===== config.mk =====
export PLATFORM = sky130hd
export DESIGN_NAME = pktbuf_rd_arbiter
export DESIGN_NICKNAME = d
export VERILOG_FILES = /design/src/rtl/pktbuf_rd_arbiter.sv
export SDC_FILE = /design/constraint.sdc
export NUM_CORES = 2
export LEC_CHECK = 0
export CAP_MARGIN = 20
export CELL_PAD_IN_SITES_DETAIL_PLACEMENT = 2
export CELL_PAD_IN_SITES_GLOBAL_PLACEMENT = 2
export CORE_AREA = 3 3 629 631
export CTS_CLUSTER_DIAMETER = 100
export DETAILED_ROUTE_END_ITERATION = 16
export DIE_AREA = 0 0 632 634
export GPL_ROUTABILITY_DRIVEN = 0
export PLACE_DENSITY_LB_ADDON = 0.1
export SETUP_SLACK_MARGIN = 0.2
export SLEW_MARGIN = 20
export SYNTH_ARGS = -nofsm -noshare
export SYNTH_HDL_FRONTEND = slang
export SYNTH_SLANG_ARGS = --single-unit

===== constraint.sdc =====
create_clock -name clk -period 4.4 [get_ports clk]
set_input_delay 0.88 -clock clk [delete_from_list [all_inputs] [get_ports clk]]
set_output_delay 0.88 -clock clk [all_outputs]
set_load 0.005 [all_outputs]

===== src/rtl/pktbuf_rd_arbiter.sv =====
// Two-requester arbiter for the packet-buffer read port: round-robin grant, per-requester
// credits, and a tag pipeline matched to the memory read latency that steers returned lines.
module pktbuf_rd_arbiter #(
    parameter int AWIDTH  = 12,
    parameter int DWIDTH  = 520,
    parameter int RD_LAT  = 12,
    parameter int CREDITS = 16,
    parameter int CWIDTH  = $clog2(CREDITS + 1)
) (
    input  logic              clk,
    input  logic              rst,
    input  logic              req0_valid,
    input  logic [AWIDTH-1:0] req0_addr,
    output logic              req0_ready,
    output logic              rsp0_valid,
    output logic [DWIDTH-1:0] rsp0_data,
    input  logic              crd0_return,
    input  logic              req1_valid,
    input  logic [AWIDTH-1:0] req1_addr,
    output logic              req1_ready,
    output logic              rsp1_valid,
    output logic [DWIDTH-1:0] rsp1_data,
    input  logic              crd1_return,
    output logic              mem_rden,
    output logic [AWIDTH-1:0] mem_rdaddress,
    input  logic              mem_rd_valid,
    input  logic [DWIDTH-1:0] mem_rddata,
    output logic [CWIDTH-1:0] credits0,
    output logic [CWIDTH-1:0] credits1,
    output logic [2:0]        err_flags
);

    localparam int                DRW        = $clog2(RD_LAT + 1);
    localparam logic [CWIDTH-1:0] CRED_MAX   = CWIDTH'(CREDITS);
    localparam logic [DRW-1:0]    DRAIN_INIT = DRW'(RD_LAT);

    logic              elig0, elig1;
    logic              grant0, grant1;
    logic              acc0, acc1;
    logic              head_vld, head_id;
    logic              ovf0, ovf1;

    logic              last_grant_q, last_grant_d;
    logic              mem_rden_q, mem_rden_d;
    logic [AWIDTH-1:0] mem_rdaddress_q, mem_rdaddress_d;
    logic              issue_id_q, issue_id_d;
    logic [RD_LAT-1:0] tag_vld_q, tag_vld_d;
    logic [RD_LAT-1:0] tag_id_q, tag_id_d;
    logic              rsp0_valid_q, rsp0_valid_d;
    logic              rsp1_valid_q, rsp1_valid_d;
    logic [DWIDTH-1:0] rsp0_data_q, rsp0_data_d;
    logic [DWIDTH-1:0] rsp1_data_q, rsp1_data_d;
    logic [CWIDTH-1:0] credits0_q, credits0_d;
    logic [CWIDTH-1:0] credits1_q, credits1_d;
    logic [2:0]        err_q, err_d;
    logic [DRW-1:0]    drain_q, drain_d;

    // Returns {overflow, next count}; a simultaneous take and give cancel out.
    function automatic logic [CWIDTH:0] credit_next(input logic [CWIDTH-1:0] cur,
                                                    input logic take,
                                                    input logic give);
        logic [CWIDTH:0] res;
        res = {1'b0, cur};
        if (take && !give) begin
            res = {1'b0, cur - CWIDTH'(1)};
        end else if (give && !take) begin
            if (cur == CRED_MAX) begin
                res = {1'b1, cur};
            end else begin
                res = {1'b0, cur + CWIDTH'(1)};
            end
        end
        return res;
    endfunction

    always_comb begin
        elig0  = req0_valid && (credits0_q != '0) && !rst;
        elig1  = req1_valid && (credits1_q != '0) && !rst;
        grant0 = elig0 && (!elig1 || last_grant_q);
        grant1 = elig1 && (!elig0 || !last_grant_q);
    end

    assign req0_ready = grant0;
    assign req1_ready = grant1;
    assign acc0       = req0_valid && req0_ready;
    assign acc1       = req1_valid && req1_ready;
    assign head_vld   = tag_vld_q[RD_LAT-1];
    assign head_id    = tag_id_q[RD_LAT-1];

    always_comb begin
        last_grant_d    = last_grant_q;
        mem_rden_d      = acc0 || acc1;
        mem_rdaddress_d = mem_rdaddress_q;
        issue_id_d      = issue_id_q;
        tag_vld_d       = tag_vld_q;
        tag_id_d        = tag_id_q;
        rsp0_valid_d    = 1'b0;
        rsp1_valid_d    = 1'b0;
        rsp0_data_d     = rsp0_data_q;
        rsp1_data_d     = rsp1_data_q;
        err_d           = err_q;
        drain_d         = drain_q;
        credits0_d      = credits0_q;
        credits1_d      = credits1_q;
        ovf0            = 1'b0;
        ovf1            = 1'b0;

        if (acc0 || acc1) begin
            mem_rdaddress_d = acc1 ? req1_addr : req0_addr;
            issue_id_d      = acc1;
            last_grant_d    = acc1;
        end

        // Stage 0 captures the read currently on the memory port.
        tag_vld_d[0] = mem_rden_q;
        tag_id_d[0]  = issue_id_q;
        for (int i = 1; i < RD_LAT; i++) begin
            tag_vld_d[i] = tag_vld_q[i-1];
            tag_id_d[i]  = tag_id_q[i-1];
        end

        if (head_vld && mem_rd_valid) begin
            if (head_id) begin
                rsp1_valid_d = 1'b1;
                rsp1_data_d  = mem_rddata;
            end else begin
                rsp0_valid_d = 1'b1;
                rsp0_data_d  = mem_rddata;
            end
        end

        // Memory is not reset with us, so stale returns are tolerated until the drain expires.
        if (drain_q != '0) begin
            drain_d = drain_q - DRW'(1);
        end else begin
            if (mem_rd_valid && !head_vld) err_d[0] = 1'b1;
            if (head_vld && !mem_rd_valid) err_d[1] = 1'b1;
        end

        {ovf0, credits0_d} = credit_next(credits0_q, acc0, crd0_return);
        {ovf1, credits1_d} = credit_next(credits1_q, acc1, crd1_return);
        if (ovf0 || ovf1) err_d[2] = 1'b1;
    end

    always_ff @(posedge clk) begin
        if (rst) begin
            last_grant_q    <= 1'b1;
            mem_rden_q      <= 1'b0;
            mem_rdaddress_q <= '0;
            issue_id_q      <= 1'b0;
            tag_vld_q       <= '0;
            rsp0_valid_q    <= 1'b0;
            rsp1_valid_q    <= 1'b0;
            rsp0_data_q     <= '0;
            rsp1_data_q     <= '0;
            credits0_q      <= CRED_MAX;
            credits1_q      <= CRED_MAX;
            err_q           <= '0;
            drain_q         <= DRAIN_INIT;
        end else begin
            last_grant_q    <= last_grant_d;
            mem_rden_q      <= mem_rden_d;
            mem_rdaddress_q <= mem_rdaddress_d;
            issue_id_q      <= issue_id_d;
            tag_vld_q       <= tag_vld_d;
            rsp0_valid_q    <= rsp0_valid_d;
            rsp1_valid_q    <= rsp1_valid_d;
            rsp0_data_q     <= rsp0_data_d;
            rsp1_data_q     <= rsp1_data_d;
            credits0_q      <= credits0_d;
            credits1_q      <= credits1_d;
            err_q           <= err_d;
            drain_q         <= drain_d;
        end
    end

    always_ff @(posedge clk) begin
        tag_id_q <= tag_id_d;
    end

    assign mem_rden      = mem_rden_q;
    assign mem_rdaddress = mem_rdaddress_q;
    assign rsp0_valid    = rsp0_valid_q;
    assign rsp1_valid    = rsp1_valid_q;
    assign rsp0_data     = rsp0_data_q;
    assign rsp1_data     = rsp1_data_q;
    assign credits0      = credits0_q;
    assign credits1      = credits1_q;
    assign err_flags     = err_q;

endmodule


==> flow_metrics.tcl <==
set metrics [dict create \
    status "finished clean" \
    required_ns 3.52 \
    finalClockSkew_ns 0.0707 \
    path_cells "inv_1, ha_1, or4b_4, nand3_4, nand2_2, inv_1, clkdlybuf4s50_1" \
    postLayoutSetupSlackWorst_ns 0.458 \
    fmax_mhz 254 \
    fin_nets 6846 \
    power_density_mw_per_mm2 384 \
    grt_use_total_pct 14.5 \
    firstDrtPassIters 5 \
    cts_tree "done" \
    htree_levels 4 \
    setup-tns-final_ns 0 \
    maxCapViolations 0 \
    critical-path-slowest-cell "clkdlybuf4s50_1" \
    wl_per_cell_um 26.1 \
    die_w_um 632 \
    grt_pass1_vias 41900 \
    synth_seq_cells 1098 \
    leakage_uw 0.0204 \
    path_class "register to output pin" \
    cts_root_buffer "clkbuf_16" \
    fin_crit_ns 3.94 \
    drt_iter0_markers 1463 \
    grt_max_degree 156 \
    clk_latency_ns 0.86 \
    rows 229 \
    async_flop_share_pct 0 \
    hold_viol 0 \
    crit_path_end_kind "output pin" \
    start_util_pct 9.72 \
    synth_edf_count 0 \
    drive_gt1_share_pct 5.22 \
    core-area_mm2 0.390 \
    io_buffers 1620 \
    wl_um 304000 \
    worstPathArrival_ns 3.06 \
    critPathMaxFanout 13 \
    peakVddDrop_mv 0.257 \
    critPathBufInv 3 \
    pre_cts_slack_ns 0.709 \
    synthesis.nets 5345 \
    rsz0062_at_grt "no" \
    seq_area_mm2 0.0220 \
    antenna_found_initial 141 \
    slew_viol_final 0 \
    power_uw 25200 \
    slowest_delay_ns 0.53 \
    viasPerCell 3.43 \
    ioPinCount 1621 \
    worstSetupStartpointType "register" \
    hold_path.class "register to register" \
    syn_area_per_cell_um2 7.92 \
    dp_hpwl_um 233000 \
    cts_buffers 171 \
    die_area_mm2 0.401 \
    clkTransAtPathRegs_ns 0.05 \
    grt_pass1_wl_um 398000 \
    netlist_area_mm2 0.0379 \
    period_share_pct 89.6 \
    drc 0 \
    crit_top_cell "inv_1" \
    clock_path_buffers 4 \
    ys_seq_area_share_pct 58.0 \
    timing.slew.headroom_pct 26.2 \
    multi_input_area_mm2 0.0143 \
    setup_viol 0 \
    clkSinkCount 1098 \
    critical-path-top-delay-family "simple AND/OR/NAND/NOR gates" \
    synthFlopType "dfxtp_1" \
    tightest_slew_ns 1.11 \
    nFillCells 45100 \
    grt_overflow_total 0 \
    yosys_warnings 0 \
    final_antenna_net_count 0 \
    synthCells 4781 \
    die_h_um 634 \
    area_delta_synth_final_pct 73.5 \
    vias 39800 \
    synth_cell_types 58 \
]
path summary, 6_finish.rpt:
path	from	to	slack [ns]	cells past startpoint
max	credits0[0]	req1_ready	0.46	7
min	tag_id_q[8]	tag_id_q[9]	0.32	0
max reg2reg	credits0[0]	credits1[3]	1.47	11
min reg2reg	tag_id_q[8]	tag_id_q[9]	0.32	0
state kept, by name, indices dropped and copies added (netlist names):
name,count
issue_id_q,1
tag_vld_q,12
err_flags,3
rsp0_data,520
last_grant_q,1
mem_rden,1
rsp0_valid,1
mem_rdaddress,12
rsp1_data,520
credits1,5
drain_q,4
credits0,5
rsp1_valid,1
tag_id_q,12
cell usage after synthesis (2+ instances only):
cell type,count,area [µm²]
nor4b_1,2,17.5
ha_1,13,163
nand2b_1,3,18.8
buf_6,2,22.5
nor2b_1,17,106
a21oi_1,1049,5250
nor3_1,5,25.0
o21ai_1,10,50.1
nand3_1,18,90.1
nor3b_1,3,22.5
nand4_1,2,12.5
inv_1,17,63.8
o21ai_0,17,85.1
or3_1,3,18.8
buf_1,14,52.6
nand4bb_1,2,22.5
o211a_1,2,20.0
nand2_1,2086,7830
clkbuf_1,180,676
buf_4,2,15.0
nor2_1,16,60.1
a2bb2oi_1,2,17.5
a31o_2,2,17.5
dfxtp_1,1098,22000
buf_2,163,816
a31oi_1,18,113
xnor2_1,2,17.5
o211ai_1,3,22.5
per-stage QoR:
step / std cells / hold WS, ns / util (%) / area [µm²]
after floorplan: 4781 / 0.310 / - / 37900
after global placement: 11300 / 0.316 / 15.4 / 60100
after detailed placement: 11300 / 0.315 / 15.4 / 60100
after CTS: 11600 / 0.327 / 16.9 / 65700
after global routing: 11600 / 0.331 / 16.9 / 65700
final: 11600 / 0.323 / 16.9 / 65700
cell usage in the layout, fill, tap and decap left out, types with 16 or more instances in the layout:
cell type	Yosys	final
nand3_1	18	17
clkdlybuf4s50_1	0	1619
buf_12	0	44
diode_2	0	17
a31oi_1	18	18
clkbuf_8	0	44
buf_4	2	26
inv_1	17	17
nand2_1	2086	2085
dfxtp_1	1098	1098
clkbuf_1	180	56
o21ai_0	17	17
nor2_1	16	16
nor2b_1	17	17
clkbuf_16	0	175
a21oi_1	1049	1049
routing by layer:
| layer | part of all wire (%) | up-vias | global-route usage, % |
|---|---|---|---|
| li1 | - | 18500 | - |
| met1 | 38 | 19600 | 15.8 |
| met2 | 51 | 1257 | 26.5 |
| met3 | 8.0 | 492 | 5.12 |
| met4 | 2.6 | 10 | 3.28 |
| met5 | 0.020 | - | 0 |
logic make-up after synthesis:
| kind of cell | after synthesis | share of synthesized area, % |
|---|---|---|
| adder cells (fa/ha/maj) | 13 | 0.429 |
| XOR/XNOR | 3 | 0.0694 |
| multiplexers | 1 | 0.0264 |
| AND/OR/NAND/NOR | 2167 | 22.0 |
| AO/OA/AOI/OAI | 1119 | 15.1 |
| flip-flops | 1098 | 58.0 |
| buffers and inverters | 380 | 4.37 |
layout make-up:
| class | count | share of cell area [%] |
|---|---|---|
| Sequential cell | 1098 | 33.4 |
| Clock buffer | 275 | 7.90 |
| Antenna cell | 17 | 0.0647 |
| Tap cell | 5197 | 9.89 |
| Clock inverter | 29 | 0.531 |
| Multi-Input combinational cell | 3303 | 21.7 |
| Timing Repair Buffer | 1690 | 26.3 |
| Inverter | 18 | 0.103 |
power breakdown:
part	switching [µW]	internal [µW]
clock	5590	8290
combinational	659	626
sequential	54.1	10000
total	6310	18900
timing repair:
action	in CTS	in global routing
buffers inserted	0	0
hold buffers	0	0
setup endpoints to repair	1	0
gates resized for setup	2	0
(Power assumes the default switching activity.)
